[src/rtl/wfifo_pkg.sv]
// Shared definitions for the async FIFO write-domain front end:
// skid-buffer state encoding, statistics counter width and a Gray-to-binary
// helper. The helper works on a fixed wide vector; callers zero-extend their
// pointer (zero-extended Gray decodes to the zero-extended binary value).
package wfifo_pkg;

    localparam int STAT_W = 16;
    localparam int GRAY_W = 32;

    typedef enum logic [1:0] {
        EMPTY = 2'd0,
        ONE   = 2'd1,
        TWO   = 2'd2
    } skid_state_t;

    function automatic logic [GRAY_W-1:0] gray2bin(input logic [GRAY_W-1:0] g);
        logic [GRAY_W-1:0] b;
        b[GRAY_W-1] = g[GRAY_W-1];
        for (int i = GRAY_W - 2; i >= 0; i--) begin
            b[i] = b[i+1] ^ g[i];
        end
        return b;
    endfunction

endpackage

[src/rtl/wfifo_skid2.sv]
// Two-entry skid buffer between the producer stream and the FIFO write port.
// s_ready is registered so the consumer-side stall never reaches the producer
// combinationally.
//
// state | meaning
// ------+------------------------------------------
// EMPTY | no word buffered
// ONE   | head holds the oldest word, presented on m_data
// TWO   | head and tail both hold words, input stalled
module wfifo_skid2
    import wfifo_pkg::*;
#(
    parameter int DW = 8
) (
    input  logic          clk,
    input  logic          rst_n,
    input  logic          s_valid,
    input  logic [DW-1:0] s_data,
    output logic          s_ready,
    output logic          m_valid,
    output logic [DW-1:0] m_data,
    input  logic          m_ready
);

    skid_state_t   state_q, state_d;
    logic [DW-1:0] head_q, head_d;
    logic [DW-1:0] tail_q, tail_d;
    logic          ready_q;
    logic          accept;
    logic          xfer;

    assign accept  = s_valid & ready_q;
    assign m_valid = (state_q != EMPTY);
    assign xfer    = m_valid & m_ready;
    assign m_data  = head_q;
    assign s_ready = ready_q;

    // State, data and ready registers; reset discards any buffered words.
    always_ff @(posedge clk or negedge rst_n) begin
        if (!rst_n) begin
            state_q <= EMPTY;
            head_q  <= '0;
            tail_q  <= '0;
            ready_q <= 1'b0;
        end else begin
            state_q <= state_d;
            head_q  <= head_d;
            tail_q  <= tail_d;
            ready_q <= (state_d != TWO);
        end
    end

    // Next state and data movement; simultaneous accept+drain in ONE refills head.
    always_comb begin
        state_d = state_q;
        head_d  = head_q;
        tail_d  = tail_q;
        unique case (state_q)
            EMPTY: begin
                if (accept) begin
                    state_d = ONE;
                    head_d  = s_data;
                end
            end
            ONE: begin
                if (accept && !xfer) begin
                    state_d = TWO;
                    tail_d  = s_data;
                end else if (!accept && xfer) begin
                    state_d = EMPTY;
                end else if (accept && xfer) begin
                    head_d  = s_data;
                end
            end
            TWO: begin
                if (xfer) begin
                    state_d = ONE;
                    head_d  = tail_q;
                end
            end
            default: begin
                state_d = EMPTY;
            end
        endcase
    end

endmodule

[src/rtl/wfifo_wr_ctrl.sv]
// Write-domain front end of the asynchronous FIFO: skid-buffers the producer
// stream into winc/wdata, and derives a registered fill level and almost-full
// flag from the Gray write pointer and synchronized Gray read pointer.
// Optional macro WFIFO_WR_STAT_EN enables the saturating write counter on
// wr_count; without it wr_count is tied to zero.
module wfifo_wr_ctrl
    import wfifo_pkg::*;
#(
    parameter int DSIZE     = 8,
    parameter int ADDRSIZE  = 4,
    parameter int AF_THRESH = 12
) (
    input  logic                wclk,
    input  logic                wrst_n,
    input  logic                s_valid,
    input  logic [DSIZE-1:0]    s_data,
    output logic                s_ready,
    output logic                winc,
    output logic [DSIZE-1:0]    wdata,
    input  logic                wfull,
    input  logic [ADDRSIZE:0]   wptr,
    input  logic [ADDRSIZE:0]   wq2_rptr,
    output logic [ADDRSIZE:0]   wlevel,
    output logic                walmost_full,
    output logic [STAT_W-1:0]   wr_count
);

    localparam int PW = ADDRSIZE + 1;
    localparam logic [GRAY_W-1:0] LVL_MASK = GRAY_W'((64'd1 << PW) - 64'd1);

    if (AF_THRESH < 1 || AF_THRESH > (1 << ADDRSIZE)) begin : g_bad_thresh
        $error("wfifo_wr_ctrl: AF_THRESH out of range 1..2**ADDRSIZE");
    end

    logic              m_valid;
    logic [GRAY_W-1:0] wb;
    logic [GRAY_W-1:0] rb;
    logic [GRAY_W-1:0] diff;
    logic [ADDRSIZE:0] level_nxt;
    logic              af_nxt;

    wfifo_skid2 #(
        .DW (DSIZE)
    ) u_skid (
        .clk     (wclk),
        .rst_n   (wrst_n),
        .s_valid (s_valid),
        .s_data  (s_data),
        .s_ready (s_ready),
        .m_valid (m_valid),
        .m_data  (wdata),
        .m_ready (~wfull)
    );

    assign winc = m_valid & ~wfull;

    // Modulo pointer difference; a stale read pointer only overstates the level.
    assign wb        = gray2bin(GRAY_W'(wptr));
    assign rb        = gray2bin(GRAY_W'(wq2_rptr));
    assign diff      = (wb - rb) & LVL_MASK;
    assign level_nxt = diff[ADDRSIZE:0];
    assign af_nxt    = (diff >= GRAY_W'(AF_THRESH));

    // Level and watermark register together so they always agree.
    always_ff @(posedge wclk or negedge wrst_n) begin
        if (!wrst_n) begin
            wlevel       <= '0;
            walmost_full <= 1'b0;
        end else begin
            wlevel       <= level_nxt;
            walmost_full <= af_nxt;
        end
    end

`ifdef WFIFO_WR_STAT_EN
    logic [STAT_W-1:0] cnt_q;

    // Count FIFO writes, holding at all-ones instead of wrapping.
    always_ff @(posedge wclk or negedge wrst_n) begin
        if (!wrst_n) begin
            cnt_q <= '0;
        end else if (winc && (cnt_q != '1)) begin
            cnt_q <= cnt_q + 1'b1;
        end
    end

    assign wr_count = cnt_q;
`else
    assign wr_count = '0;
`endif

endmodule

[config.mk]
export PLATFORM = sky130hd
export DESIGN_NAME = wfifo_wr_ctrl
export DESIGN_NICKNAME = d
export VERILOG_FILES = /design/src/rtl/wfifo_pkg.sv /design/src/rtl/wfifo_skid2.sv /design/src/rtl/wfifo_wr_ctrl.sv
export SDC_FILE = /design/constraint.sdc
export NUM_CORES = 1
export LEC_CHECK = 0
export ABC_CLOCK_PERIOD_IN_PS = 4200
export CORE_MARGIN = 4
export CORE_UTILIZATION = 47
export CTS_BUF_LIST = sky130_fd_sc_hd__clkbuf_16
export DETAILED_ROUTE_END_ITERATION = 6
export PLACE_DENSITY = 0.93
export SLEW_MARGIN = 15
export SYNTH_ARGS = -nofsm -noshare
export SYNTH_HDL_FRONTEND = slang
export SYNTH_SLANG_ARGS = --single-unit
[constraint.sdc]
create_clock -name wclk -period 4.2 [get_ports wclk]
set_clock_uncertainty 0.1 [all_clocks]
set_input_delay 1.05 -clock wclk [delete_from_list [all_inputs] [get_ports wclk]]
set_output_delay 1.05 -clock wclk [all_outputs]
set_load 0.05 [all_outputs]
Word-level counts from Yosys, hierarchy flattened:

Index checks and enable logic that the tools add are counted.

* div/mod/pow operators: 0
* $mul: 0
* muxes and demuxes: 11
* $add $sub $neg: 1
* shifts and indexed selects: 0
* reduce and logical (&&, ||, !) cells: 10
* $lt $le $gt $ge: 1
* eq/ne operators: 8
* bitwise operators: 11

Operators with widths (number)
* 8-bit 2-to-1 mux: 5
* 8-bit case mux with 3 select lines: 1
* 2-bit 2-to-1 mux: 4
* 1-bit bitwise XOR: 8
* 2-bit by 1-bit != test with 1-bit output, second input constant: 3
* 2-bit != test, second input constant: 3
* 2-bit case mux with 3 select lines: 1
* 6-bit AND reduction: 1
* 5-bit by 4-bit >= comparator with 1-bit output, second input constant: 1
* 5-bit subtractor: 1
* 1-bit logical AND: 3
* 3-bit nonzero test: 1
* 1-bit AND: 2
* 2-bit by 1-bit equality test with 1-bit output, second input constant: 1
* 2-bit equality test, second input constant: 1
* 1-bit logical NOT: 2
* 2-bit logical NOT: 1
* 2-bit AND reduction: 1
* 2-bit nonzero test: 1
* 1-bit inverter: 1

* memories kept: 0
* output and inout port bits: 32
* logic and storage cells: 48
* latch bits: 0
* flip-flop bits (word level): 25
* bits in writable memories: 0
* bits of input ports: 22
* ROM bits: 0

Logic depth before layout (Yosys ltp):

* depth in word-level cells: 7
* gate-level depth with buffers: 10
* gate-level depth less buffers: 10

Modules after synthesis:

A second synthesis with hierarchy kept.

* cells, all modules: 114
* area total of the unflattened synthesis: 1422.6 sq um

By module, submodules not included
* wfifo_skid2: times used 1, area each 857.1 sq um, seq. area each 475.5 sq um, cells an instance 60
* wfifo_wr_ctrl: times used 1, area each 565.5 sq um, seq. area each 150.1 sq um, cells an instance 54

Worst setup path after synthesis:

No wires, ideal clock.

* kind: input to register
* start: input wptr[4]
* end: register walmost_full
* stages: 10
* setup slack: 869 ps
* buffers on the path: 0
* required time: 3974 ps
* data arrival time: 3105 ps
* library setup time: 126 ps
* path through: xor2_1 xor2_1 xnor2_1 xor2_1 ha_1 fa_1 nand2b_1 a21oi_1 xnor2_1 a311o_1

* cells in the longest elaborated chain, start to end: 6

RTL lines
* start: declaration: RTL line wfifo_wr_ctrl.sv:21 `input logic [ADDRSIZE:0] wptr,`
* 1-bit bitwise XOR (4 in a row): RTL line wfifo_pkg.sv:20 `b[i] = b[i+1] ^ g[i];`
* 5-bit subtractor (*): RTL line wfifo_wr_ctrl.sv:60 `assign diff = (wb - rb) & LVL_MASK;`
* via diff[4]: RTL line wfifo_wr_ctrl.sv:38 `logic [GRAY_W-1:0] diff;`
* 5-bit by 4-bit >= comparator with 1-bit output (*): RTL line wfifo_wr_ctrl.sv:62 `assign af_nxt = (diff >= GRAY_W'(AF_THRESH));`
* via af_nxt: RTL line wfifo_wr_ctrl.sv:40 `logic af_nxt;`
* end signal: assignment: RTL line wfifo_wr_ctrl.sv:71 `walmost_full <= af_nxt;`
* end: declaration: RTL line wfifo_wr_ctrl.sv:24 `output logic walmost_full,`

Mark *: on every way through the listed nets, which the timed path passes. The rest lies on a longest branch.
A chain may end at the register's enable or synchronous reset.

Worst setup path after layout:

Same ends and word-level chain as after synthesis.

==> flow_metrics.tcl <==
set metrics [dict create \
    antenna_cells 0 \
    grt_max_degree 26 \
    numCtsBuffers 3 \
    start_util 0.5033 \
    cp_max_fo 4 \
    drv_cap 0 \
    clk_pin_slew_ns 0.06 \
    firstDrtPassIters 2 \
    peakVddDrop_mv 0.3087 \
    rsz0062_at_grt "no" \
    clock.fmax_mhz 262.2 \
    cts-resized-gates 0 \
    synth-seq-cells 25 \
    finalCritPeriodShare 0.9082 \
    layout_commonest_cell "clkdlybuf4s50_1" \
    cts_tree "yes" \
    path_cells "clkdlybuf4s50_1 -> xor2_1 -> xor2_1 -> xnor2_1 -> xor2_1 -> ha_1 -> fa_1 -> nand2b_1 -> a21oi_1 -> xnor2_1 -> a311o_1" \
    cts_buffer_depth 2 \
    ff2ff_setup_slack_ns 2.41 \
    top_usage_layer "met2" \
    synth_top_area_frac 0.4394 \
    final.min_clock_period_ns 3.814 \
    synth_largest_area_cell "dfrtp_1" \
    io_pins 54 \
    rows 19 \
    drt-total-wl_um 2699 \
    slew_viol_final 0 \
    layout_common_cells "clkdlybuf4s50_1 (36), mux2_2 (25), dfrtp_1 (25), conb_1 (16), inv_1 (8)" \
    core_um2 2829 \
    grt_antenna_before_repair 0 \
    first_global_vias 997 \
    vias 918 \
    htreeDepth 1 \
    finish.utilization 0.6497 \
    worstMarginPinSlew_ns 0.6746 \
    synth_cell_type_count 27 \
    setup_viol 0 \
    slowest_stage "clkdlybuf4s50_1" \
    powerDensity_nw_per_um2 752.3 \
    layout-drive-gt1-share 0.2403 \
    clock_latency_ns 0.25 \
    grt_use_met3 0.03597 \
    grt_overflow 0 \
    ys_warn_count 0 \
    grt_pass1_wl_um 4754 \
    dpl.cell_count 181 \
    hold_class "flip-flop to flip-flop" \
    ant_nets 0 \
    post_cts_buffers 0 \
    synth-main-ff-cell "dfrtp_1" \
    crit_type "primary input to flip-flop" \
    maxSlewHeadroom 0.5478 \
    setup_tns_ns 0 \
    hold_buffers 0 \
    power_leakage_uw 0.0008116 \
    grt_util_met2 0.2793 \
    hold_viol 0 \
    fin_cells 185 \
    syn_area_um2 1424 \
    synth_edf_count 0 \
    syn_inst 115 \
    ys_async_sr_fraction 1.000 \
    outcome "finished, final reports clean" \
    viasPerCell 4.962 \
    avgSynthCellArea_um2 12.38 \
    area.growth.synth_to_final_pct 29.09 \
    use_met1 0.1659 \
    finalInstanceArea_um2 1838 \
    die_h_um 63.04 \
    critical-path-max-stage-delay_ns 0.50 \
    dieArea_um2 3974 \
    drt_iter0_drc 28 \
    drc_errors 0 \
    placed_cell_area_um2 1764 \
    critPathArrivalTime_ns 3.85 \
    die_width_um 63.04 \
    start_kind "primary input" \
    endpoint_kind "flip-flop" \
    power_uw 1383 \
    hpwl_um 2125 \
    crit_top_cell "xor2_1" \
    cts_sinks 25 \
    crit_required_ns 4.24 \
    routedWlPerCell_um 14.59 \
    numPortBuffers 37 \
    gr-usage-all-layers 0.1517 \
    ys_seq_area_frac 0.4394 \
    synth_area_leaders "dfrtp_1 (44%), mux2_2 (20%), buf_4 (8.4%), xnor2_1 (4.3%), ha_1 (3.5%)" \
    root_buffer "clkbuf_16" \
    place.gp.congestion 0.8310 \
    nNetsFinal 182 \
]
==> report_power, final <==
group	leakage, uW	switching, uW	internal [uW]	total [uW]
sequential	0.000293	61.4	356	418
combinational	0.000476	457	302	760
clock	0.0000423	78.5	127	206
==> final cells by class <==
type | count | area [um^2]
fillers | 226 | 991.0
multi-input cells | 81 | 703.2
flip-flops and latches | 25 | 625.6
repair buffers | 37 | 365.4
clock buffers | 3 | 75.07
well taps | 31 | 38.79
inverters | 7 | 26.28
clock inverters | 1 | 3.754
==> state kept, by name, summed over array words and instances (netlist names) <==
| signal | cells |
|---|---|
| u_skid.m_data | 8 |
| u_skid.tail_q | 8 |
| wlevel | 5 |
| u_skid.state_q | 2 |
| u_skid.s_ready | 1 |
| walmost_full | 1 |
==> cell families after synthesis <==
logic type                 synth area share
and+or+nand+nor                     0.04833
xor gates and xnor gates            0.09667
other                              0.002634
DFF                                  0.4394
buffers and inverters                0.1063
muxes                                0.1977
adders and majority gates           0.04921
AOI/OAI and AO/OA                   0.05977
==> final timing paths <==
path / depth (start not counted) / start / endpoint
worst max-delay path: 11 / wptr[4] / walmost_full
worst min-delay path: 1 / u_skid.m_data[6] / u_skid.m_data[6]
worst max register to register: 3 / u_skid.state_q[0] / u_skid.tail_q[7]
worst min register to register: 1 / u_skid.m_data[6] / u_skid.m_data[6]
max in group asynchronous: 1 / wrst_n / u_skid.m_data[4]
min in group asynchronous: 1 / wrst_n / u_skid.tail_q[0]
==> synthesized netlist by cell type, types with 2 or more instances <==
cell / number
xnor2_1: 7
xor2_1: 5
mux2_2: 25
a21oi_1: 2
dfrtp_1: 25
nand2_1: 3
ha_1: 4
buf_4: 16
inv_1: 7
nor2_1: 4
==> stage by stage <==
stage	setup slack, ns	hold WS, ns
CTS	0.3750	0.4083
global placement	0.2779	0.3836
global route	0.1592	0.4225
finish	0.3856	0.4089
detailed placement	0.1136	0.3934
floorplan	0.8690	0.3750
==> worst max-delay path, delay by kind of cell <==
kind	cells	cell delay, ns
AOI/OAI and AO/OA	2	0.44
xor gates and xnor gates	5	0.97
adders and majority gates	2	0.69
buffers and inverters	1	0.50
and+or+nand+nor	1	0.18
==> metal layers <==
layer / share of wire / wire length (um)
met1: 0.35 / 958
met2: 0.58 / 1556
met3: 0.058 / 156
met4: 0.010 / 27
met5: 0 / 0
(Power assumes the default switching activity.)
